`config.mk`:
```
export PLATFORM = sky130hd
export DESIGN_NAME = nibble_serial_add_ctrl
export DESIGN_NICKNAME = d
export VERILOG_FILES = /design/src/rtl/nibble_add_pkg.sv /design/src/rtl/nibble_serial_add_ctrl_adder.sv /design/src/rtl/nibble_serial_add_ctrl.sv
export SDC_FILE = /design/constraint.sdc
export NUM_CORES = 1
export LEC_CHECK = 0
export CORE_MARGIN = 3
export CORE_UTILIZATION = 40
export DETAILED_ROUTE_END_ITERATION = 16
export PLACE_DENSITY = 0.73
export REMOVE_ABC_BUFFERS = 1
export SYNTH_ARGS = -nofsm -noshare
export SYNTH_HDL_FRONTEND = slang
export SYNTH_SLANG_ARGS = --single-unit
```
`constraint.sdc`:
```
create_clock -name i_clk -period 3.4 [get_ports i_clk]
set_input_delay 0.34 -clock i_clk [delete_from_list [all_inputs] [get_ports i_clk]]
set_output_delay 0.34 -clock i_clk [all_outputs]
set_load 0.02 [all_outputs]
```
`src/rtl/nibble_add_pkg.sv`:
```
// Shared definitions for the nibble-serial adder controller: FSM state
// encodings, nibble width and the decimal-adjust constant.
package nibble_add_pkg;

    typedef enum logic [1:0] {
        ST_IDLE = 2'd0,
        ST_RUN  = 2'd1,
        ST_DONE = 2'd2
    } state_t;

    localparam int         NIBBLE_W = 4;
    localparam logic [3:0] BCD_ADJ  = 4'd6;

endpackage

```
`src/rtl/nibble_serial_add_ctrl_adder.sv`:
```
// Four_Bit_FullAdder: plain 4-bit ripple-carry adder, the single datapath
// resource that the controller time-shares across operand nibbles.
module Four_Bit_FullAdder (
    input  logic [3:0] i_a,
    input  logic [3:0] i_b,
    input  logic       i_cin,
    output logic [3:0] o_sum,
    output logic       o_cout
);

    logic [4:0] carry;

    always_comb begin
        carry    = '0;
        carry[0] = i_cin;
        o_sum    = '0;
        for (int i = 0; i < 4; i++) begin
            o_sum[i]     = i_a[i] ^ i_b[i] ^ carry[i];
            carry[i + 1] = (i_a[i] & i_b[i]) | (carry[i] & (i_a[i] ^ i_b[i]));
        end
    end

    assign o_cout = carry[4];

endmodule

```
`src/rtl/nibble_serial_add_ctrl.sv`:
```
// Sequences one shared 4-bit adder over NIBBLES-nibble operands, LSB first.
// Optional decimal-adjust add enabled by macro NIBBLE_ADD_BCD_MODE_EN.
//
//   state   | meaning
//   --------+-----------------------------------------------------------
//   ST_IDLE | waiting for i_start; operands captured on accept
//   ST_RUN  | one nibble per clock, carry held in carry_q
//   ST_DONE | single-cycle done pulse, flags valid, then back to idle
module nibble_serial_add_ctrl
    import nibble_add_pkg::*;
#(
    parameter int NIBBLES = 4
) (
    input  logic                        i_clk,
    input  logic                        i_reset_n,
    input  logic                        i_start,
    input  logic                        i_sub,
`ifdef NIBBLE_ADD_BCD_MODE_EN
    input  logic                        i_bcd,
`endif
    input  logic [NIBBLE_W*NIBBLES-1:0] i_A,
    input  logic [NIBBLE_W*NIBBLES-1:0] i_B,
    output logic                        o_busy,
    output logic                        o_done,
    output logic [NIBBLE_W*NIBBLES-1:0] o_result,
    output logic                        o_cout,
    output logic                        o_overflow
);

    localparam int               W        = NIBBLE_W * NIBBLES;
    localparam int               IDX_W    = (NIBBLES > 1) ? $clog2(NIBBLES) : 1;
    localparam logic [IDX_W-1:0] IDX_LAST = IDX_W'(NIBBLES - 1);

    state_t           state_q, state_d;
    logic [W-1:0]     a_q, a_d;
    logic [W-1:0]     b_q, b_d;
    logic [W-1:0]     result_q, result_d;
    logic [IDX_W-1:0] idx_q, idx_d;
    logic             carry_q, carry_d;
    logic             bcd_q, bcd_d;
    logic             cout_q, cout_d;
    logic             ovf_q, ovf_d;
    logic             busy_q, busy_d;
    logic             done_q, done_d;

    logic [3:0] a_nib, b_nib, add_sum, nib_sum;
    logic       add_cout, nib_cout;
    logic       bcd_in;

    // Decimal adjust only applies to addition; BCD subtract falls back to binary.
`ifdef NIBBLE_ADD_BCD_MODE_EN
    assign bcd_in = i_bcd & ~i_sub;
`else
    assign bcd_in = 1'b0;
`endif

    always_comb begin
        a_nib = '0;
        b_nib = '0;
        for (int n = 0; n < NIBBLES; n++) begin
            if (idx_q == IDX_W'(n)) begin
                a_nib = a_q[n*NIBBLE_W +: NIBBLE_W];
                b_nib = b_q[n*NIBBLE_W +: NIBBLE_W];
            end
        end
    end

    Four_Bit_FullAdder u_adder (
        .i_a    (a_nib),
        .i_b    (b_nib),
        .i_cin  (carry_q),
        .o_sum  (add_sum),
        .o_cout (add_cout)
    );

    always_comb begin
        nib_sum  = add_sum;
        nib_cout = add_cout;
        if (bcd_q && (add_cout || (add_sum > 4'd9))) begin
            nib_sum  = add_sum + BCD_ADJ;
            nib_cout = 1'b1;
        end
    end

    always_comb begin
        state_d  = state_q;
        a_d      = a_q;
        b_d      = b_q;
        result_d = result_q;
        idx_d    = idx_q;
        carry_d  = carry_q;
        bcd_d    = bcd_q;
        cout_d   = cout_q;
        ovf_d    = ovf_q;
        busy_d   = 1'b0;
        done_d   = 1'b0;

        case (state_q)
            ST_IDLE: begin
                if (i_start) begin
                    a_d      = i_A;
                    b_d      = i_sub ? ~i_B : i_B;
                    carry_d  = i_sub;
                    bcd_d    = bcd_in;
                    idx_d    = '0;
                    result_d = '0;
                    cout_d   = 1'b0;
                    ovf_d    = 1'b0;
                    busy_d   = 1'b1;
                    state_d  = ST_RUN;
                end
            end
            ST_RUN: begin
                busy_d  = 1'b1;
                carry_d = nib_cout;
                for (int n = 0; n < NIBBLES; n++) begin
                    if (idx_q == IDX_W'(n)) begin
                        result_d[n*NIBBLE_W +: NIBBLE_W] = nib_sum;
                    end
                end
                if (idx_q == IDX_LAST) begin
                    state_d = ST_DONE;
                    done_d  = 1'b1;
                    cout_d  = nib_cout;
                    ovf_d   = ~bcd_q && (a_q[W-1] == b_q[W-1])
                              && (result_d[W-1] != a_q[W-1]);
                end else begin
                    idx_d = idx_q + 1'b1;
                end
            end
            ST_DONE: begin
                state_d = ST_IDLE;
            end
            default: begin
                state_d = ST_IDLE;
            end
        endcase
    end

    always_ff @(posedge i_clk or negedge i_reset_n) begin
        if (!i_reset_n) begin
            state_q  <= ST_IDLE;
            a_q      <= '0;
            b_q      <= '0;
            result_q <= '0;
            idx_q    <= '0;
            carry_q  <= 1'b0;
            bcd_q    <= 1'b0;
            cout_q   <= 1'b0;
            ovf_q    <= 1'b0;
            busy_q   <= 1'b0;
            done_q   <= 1'b0;
        end else begin
            state_q  <= state_d;
            a_q      <= a_d;
            b_q      <= b_d;
            result_q <= result_d;
            idx_q    <= idx_d;
            carry_q  <= carry_d;
            bcd_q    <= bcd_d;
            cout_q   <= cout_d;
            ovf_q    <= ovf_d;
            busy_q   <= busy_d;
            done_q   <= done_d;
        end
    end

    assign o_busy     = busy_q;
    assign o_done     = done_q;
    assign o_result   = result_q;
    assign o_cout     = cout_q;
    assign o_overflow = ovf_q;

endmodule
```
After elaboration in Yosys (flattened, before gate mapping)
Cells that the tools add are included.
Widths: inputs -> output; s select.
- flip-flop bits (word level): 57
- logic and storage cells: 93
- input bits: 36
- output and inout bits: 20
- eq/ne operators: 12
- bitwise operators: 21
- mux-type cells: 33
- reduce and logical (&&, ||, !) cells: 12
- $add $sub $neg: 1
- operator list (operator ; number):
    $mux 4 ; 13
    $mux 16 ; 2
    $pmux 16 s2 ; 1
    $not 16->16 ; 1
    $reduce_and 3->1 ; 5
    $ne 2x2->1 const B ; 6
    $and 1x1->1 ; 8
    $mux 2 ; 4
    $pmux 1 s2 ; 4
    $pmux 2 s2 ; 2
    $xor 1x1->1 ; 8
    $mux 1 ; 7
    $reduce_and 2->1 ; 3
    $eq 2x1->1 const B ; 2
    $eq 2x2->1 const B ; 2
    $logic_not 2->1 ; 2
    $or 1x1->1 ; 4
    $add 2x1->2 const B ; 1
    $reduce_bool 2->1 ; 1
    $eq 1x1->1 ; 1
    $logic_and 1x1->1 ; 1
    $ne 1x1->1 ; 1

Logic depth before layout (Yosys ltp)
- word-level depth: 19
- gate-level depth with buffers: 14
- gate-level depth less buffers: 13

Cells and area by module
From an unflattened synthesis, not the netlist that was laid out.
- cells, all modules: 269
- area, all modules: 2864.0 sq um
- modules (own cells, without submodules) (module ; cells an instance ; instances ; area each (sq um)):
    nibble_serial_add_ctrl ; 255 ; 1 ; 2746.4
    Four_Bit_FullAdder ; 14 ; 1 ; 117.6

Least setup slack after synthesis
OpenSTA, ideal clock, no wires.
- path type: flip-flop to flip-flop
- start: register idx_q[0]
- end: register result_q[3], in the netlist o_result[3]
- clock period less this slack: 3265 ps
- path slack: 135 ps
- data required time: 3279 ps
- stages on the path, launching flop included: 14
- data arrival time: 3144 ps
- path through: dfrtp_1 > inv_1 > ha_1 > nor2b_1 > a221oi_1 > o31ai_1 > fa_1 > fa_1 > inv_1 > fa_1 > fa_1 > inv_1 > a22o_1 > a22o_1
- cells in the longest elaborated chain, start to end: 15
- elaborated cells on any way between the ends: 30
- those cells by class: eq/ne: 4; mux: 10; bitwise: 14; reduce/logical: 2
- RTL lines (element ; line ; text):
    start, declared ; nibble_serial_add_ctrl.sv:38 ; logic [IDX_W-1:0] idx_q, idx_d;
    start signal, assigned ; nibble_serial_add_ctrl.sv:158 ; idx_q <= idx_d;
    $logic_not 2->1 ; nibble_serial_add_ctrl.sv:61, nibble_serial_add_ctrl.sv:117 ;
    $mux 4 (4 in a row) ; nibble_serial_add_ctrl.sv:61 ; if (idx_q == IDX_W'(n)) begin
    $xor 1x1->1 ; nibble_serial_add_ctrl_adder.sv:18, nibble_serial_add_ctrl_adder.sv:19 ;
    $and 1x1->1 ; nibble_serial_add_ctrl_adder.sv:19 ; carry[i + 1] = (i_a[i] & i_b[i]) | (carry[i] & (i_a[i] ^ i_b[i]));
    $or 1x1->1 ; nibble_serial_add_ctrl_adder.sv:19 ;
    $and 1x1->1 ; nibble_serial_add_ctrl_adder.sv:19 ;
    $or 1x1->1 ; nibble_serial_add_ctrl_adder.sv:19 ;
    $and 1x1->1 ; nibble_serial_add_ctrl_adder.sv:19 ;
    $or 1x1->1 ; nibble_serial_add_ctrl_adder.sv:19 ;
    $xor 1x1->1 ; nibble_serial_add_ctrl_adder.sv:18 ; o_sum[i] = i_a[i] ^ i_b[i] ^ carry[i];
    $mux 4 ; nibble_serial_add_ctrl.sv:117 ; if (idx_q == IDX_W'(n)) begin
    $pmux 16 s2 ; nibble_serial_add_ctrl.sv:98 ; case (state_q)
    end signal, assigned ; nibble_serial_add_ctrl.sv:157 ; result_q <= result_d;
    end, declared ; nibble_serial_add_ctrl.sv:37 ; logic [W-1:0] result_q, result_d;
Several ways; a longest one is shown, not always the timed one. The select of a mux whose other input is x is not followed.
A chain may end at the register's enable or synchronous reset.

Worst setup path in the final report
- start: register idx_q[0]
- end: register ovf_q, in the netlist o_overflow
- cells in the longest elaborated chain, start to end: 19
- elaborated cells on any way between the ends: 34
- those cells by class: eq/ne: 5; mux: 12; bitwise: 14; reduce/logical: 3
- RTL lines (element ; line ; text):
    $logic_not 2->1 ; nibble_serial_add_ctrl.sv:61 ;
    $mux 4 (4 in a row) ; nibble_serial_add_ctrl.sv:61 ;
    $xor 1x1->1 ; nibble_serial_add_ctrl_adder.sv:18, nibble_serial_add_ctrl_adder.sv:19 ;
    $and 1x1->1 ; nibble_serial_add_ctrl_adder.sv:19 ;
    $or 1x1->1 ; nibble_serial_add_ctrl_adder.sv:19 ;
    $and 1x1->1 ; nibble_serial_add_ctrl_adder.sv:19 ;
    $or 1x1->1 ; nibble_serial_add_ctrl_adder.sv:19 ;
    $and 1x1->1 ; nibble_serial_add_ctrl_adder.sv:19 ;
    $or 1x1->1 ; nibble_serial_add_ctrl_adder.sv:19 ;
    $xor 1x1->1 ; nibble_serial_add_ctrl_adder.sv:18 ;
    $mux 4 ; nibble_serial_add_ctrl.sv:117 ;
    $mux 4 ; nibble_serial_add_ctrl.sv:98 ;
    $ne 1x1->1 ; nibble_serial_add_ctrl.sv:126 ; && (result_d[W-1] != a_q[W-1]);
    $logic_and 1x1->1 ; nibble_serial_add_ctrl.sv:126 ;
    $mux 1 ; nibble_serial_add_ctrl.sv:121 ; if (idx_q == IDX_LAST) begin
    $pmux 1 s2 ; nibble_serial_add_ctrl.sv:98 ;
    end signal, assigned ; nibble_serial_add_ctrl.sv:162 ; ovf_q <= ovf_d;
    end, declared ; nibble_serial_add_ctrl.sv:42 ; logic ovf_q, ovf_d;
Several ways; a longest one is shown, not always the timed one. The select of a mux whose other input is x is not followed.

==> results.yml <==
die:
  die_w_um: 89.9
  rows: 29
  start_util: 0.429
  die_y_um: 89.9
  die-area_um2: 8090
  io_pins: 56
  core_area_um2: 6570
global_routing:
  globalRoute.totalOverflow: 0
  antenna_found_initial: 0
  grt_pass1_vias: 2231
  grt_max_degree: 41
  grt_pass1_wl_um: 10800
  grt_usage: 0.166
placement:
  post_dp_cell_area_um2: 3470
  place.gp.congestion: 0.874
  io_buffers: 55
  hpwl_um: 4580
clocking:
  clk_path_buf_depth: 2
  clock_latency_ns: 0.33
  cts-root-buf: "clkbuf_8"
  cts_made_buffers: 9
  cts_tree: "yes"
  htreeDepth: 3
  numClockSinks: 57
  clk_pin_slew_ns: 0.06
synth:
  yosysTopAreaCell: "dfrtp_1"
  synth_ff_type: "dfrtp_1"
  yosysUniqueCellTypes: 34
  synth_top_family_by_area: "compound AO/OA/AOI/OAI gates"
  synthTopCellsByArea: "dfrtp_1 (51%), a22o_1 (9.0%), mux2_2 (6.4%)"
  synth_fa_ha_area_frac: 0.0462
  avgSynthCellArea_um2: 11.1
  synth_compound_area_frac: 0.198
  synth_commonest_cells: "dfrtp_1 (57), a22o_1 (29), a21oi_1 (21), nor2_1 (20), mux2_2 (16)"
  synthCells: 253
  netlist_area_um2: 2820
  synthArstFlopShare: 1.00
  synth_edf_count: 0
  synth-seq-cells: 57
  yosysMostFrequentCell: "dfrtp_1"
  ys_warn_count: 0
  synthMuxAreaShare: 0.0710
  synth_seq_area_share: 0.506
  synth_xor_area_frac: 0.0497
  synth_top_area_share: 0.506
  synth-simple-area-share: 0.0750
setup_path:
  reg2reg_to: "o_overflow"
  crit_chain: "inv_2 -> ha_1 -> nor2b_2 -> a221oi_2 -> o31ai_2 -> fa_2 -> fa_1 -> inv_1 -> fa_2 -> fa_1 -> or3_1 -> nand2_1 -> a22o_1"
  cp-end-kind: "flip-flop"
  path_max_fanout: 5
  crit_slowest_cell: "dfrtp_2"
  cp-endpoint: "o_overflow"
  crit_type: "reg2reg"
  critPathMaxStageDelay_ns: 0.43
  r2r_setup_slack_ns: 0.16
  r2r_start: "idx_q[0]"
  worst_setup_path_start_kind: "flip-flop"
  r2r_cells: 13
  crit_start: "idx_q[0]"
  crit_required_ns: 3.67
  cp.arrival_ns: 3.51
detailed_routing:
  antenna_left: 0
  drc_errors: 0
  dr.pass1.iters: 4
  vias: 2110
  wl_per_cell_um: 15.4
  vias_per_cell: 5.16
  drtIter0Drc: 86
  routed_wl_um: 6310
outcome:
  status: "completed"
sta:
  fin_tns_setup_ns: 0
  tightest_slew_ns: 0.947
  period_share: 0.952
  rsz0062_at_grt: "no"
  drv_slew: 0
  worst_clock_skew_ns: 0.00382
  hold_viol_final: 0
  fin_crit_ns: 3.24
  setup_viol: 0
  max_freq_mhz: 309
  relSlewSlack: 0.367
final_layout:
  areaGrowthSynthToFinish_pct: 31.0
  regArea_um2: 1430
  fillers: 586
  multiInputGateArea_um2: 1280
  antenna_cells: 0
  final_util: 0.562
  drive_above_1_share: 0.165
  design_area_um2: 3690
  nets: 358
pwr:
  internal_power_uw: 2370
  p_leak_uw: 0.00156
  p_comb_frac: 0.545
  power.share.sequential: 0.316
  p_switching_uw: 1590
  p_per_area_nw_per_um2: 1070
  clkPwrFrac: 0.139
  swShare: 0.401
  power_uw: 3960
  peakVddDrop_v: 0.000416
flow_run:
  cap_violations: 0
worst_hold_path:
  hold_class: "in2async"
## layer usage
metal,up-vias,track usage,wire [um]
met5,-,0,0
met4,0,0.0727,161
met3,13,0.0401,311
met2,63,0.264,2940
met1,1018,0.216,2900
li1,1016,-,-
## layout make-up
class                   instances  area share
well taps                      93      0.0315
repair buffers                 66       0.174
flip-flops and latches         57       0.387
multi-input cells             165       0.347
clock buffers                  13      0.0458
inverters                      15      0.0153
## worst min-delay path by stage
stage	start	endpoint	slack, ns	depth (start not counted)
2_1_floorplan	i_reset_n	a_q[0]	0.04	0
3_3_place_gp	o_result[12]	o_result[12]	0.49	1
3_5_place_dp	o_result[12]	o_result[12]	0.49	1
4_1_cts	i_reset_n	o_result[0]	0.15	1
5_1_grt	i_reset_n	o_busy	0.20	1
6_report	i_reset_n	o_busy	0.13	1
## power groups by stage
stage / Combinational, uW / Sequential (uW) / Clock, uW
CTS: 2100 / 1250 / 570
finish: 2160 / 1250 / 552
global route: 2410 / 1300 / 602
detailed placement: 2090 / 1260 / 0
global placement: 2030 / 1240 / 0
floorplan: 1370 / 1260 / 0
## stage by stage
stage,hold WS (ns),setup slack [ns],cells
floorplan,0.0444,0.0760,237
global placement,0.490,0.131,395
detailed placement,0.490,0.0195,395
CTS,0.147,0.0227,408
global route,0.204,0.00251,409
finish,0.125,0.163,409
## cells by family (layout without fill, tap and decap cells)
kind of cell,after synthesis,after routing
mux,18,18
xor+xnor,16,16
fa+ha+maj,8,8
compound gates,79,79
buf+inv,31,94
flops,57,57
simple gates,44,44
## repair_timing
item / 4_1_cts / 5_1_grt
hold buffers: 0 / 0
endpoints found under the setup margin: 0 / 5
setup buffers: 0 / 1
gates resized for setup: 0 / 13
## cells in the final DEF (no fill, tap or decap), types with 2 or more instances in the layout
cell / count
inv_2: 2
clkdlybuf4s50_1: 54
nor2b_1: 4
mux2_2: 16
mux2i_1: 2
nor2_1: 20
a21oi_1: 21
a221oi_1: 2
fa_2: 2
a22oi_1: 6
o21ai_0: 8
ha_1: 2
inv_1: 12
clkbuf_8: 12
fa_1: 2
xnor2_1: 13
o31ai_2: 2
and3b_1: 2
xor2_1: 3
o22ai_1: 2
nand2_1: 12
dfrtp_1: 56
buf_4: 10
o21a_1: 2
a22o_1: 29
a221o_1: 2
## sequential cells by signal, summed over array words and instances, names as in the netlist
name / flops
state_q: 2
o_cout: 1
o_result: 16
o_busy: 1
carry_q: 1
b_q: 16
o_done: 1
a_q: 16
idx_q: 2
o_overflow: 1
## worst max-delay path: cells and delay by family (launching register included)
family                     cells  cell delay (ns)
AOI/OAI and AO/OA              3             0.49
adders and majority gates      5             1.55
buffers and inverters          2             0.15
DFF                            1             0.43
and+or+nand+nor                3             0.56
No activity file was read; power rests on OpenSTA's default activity.
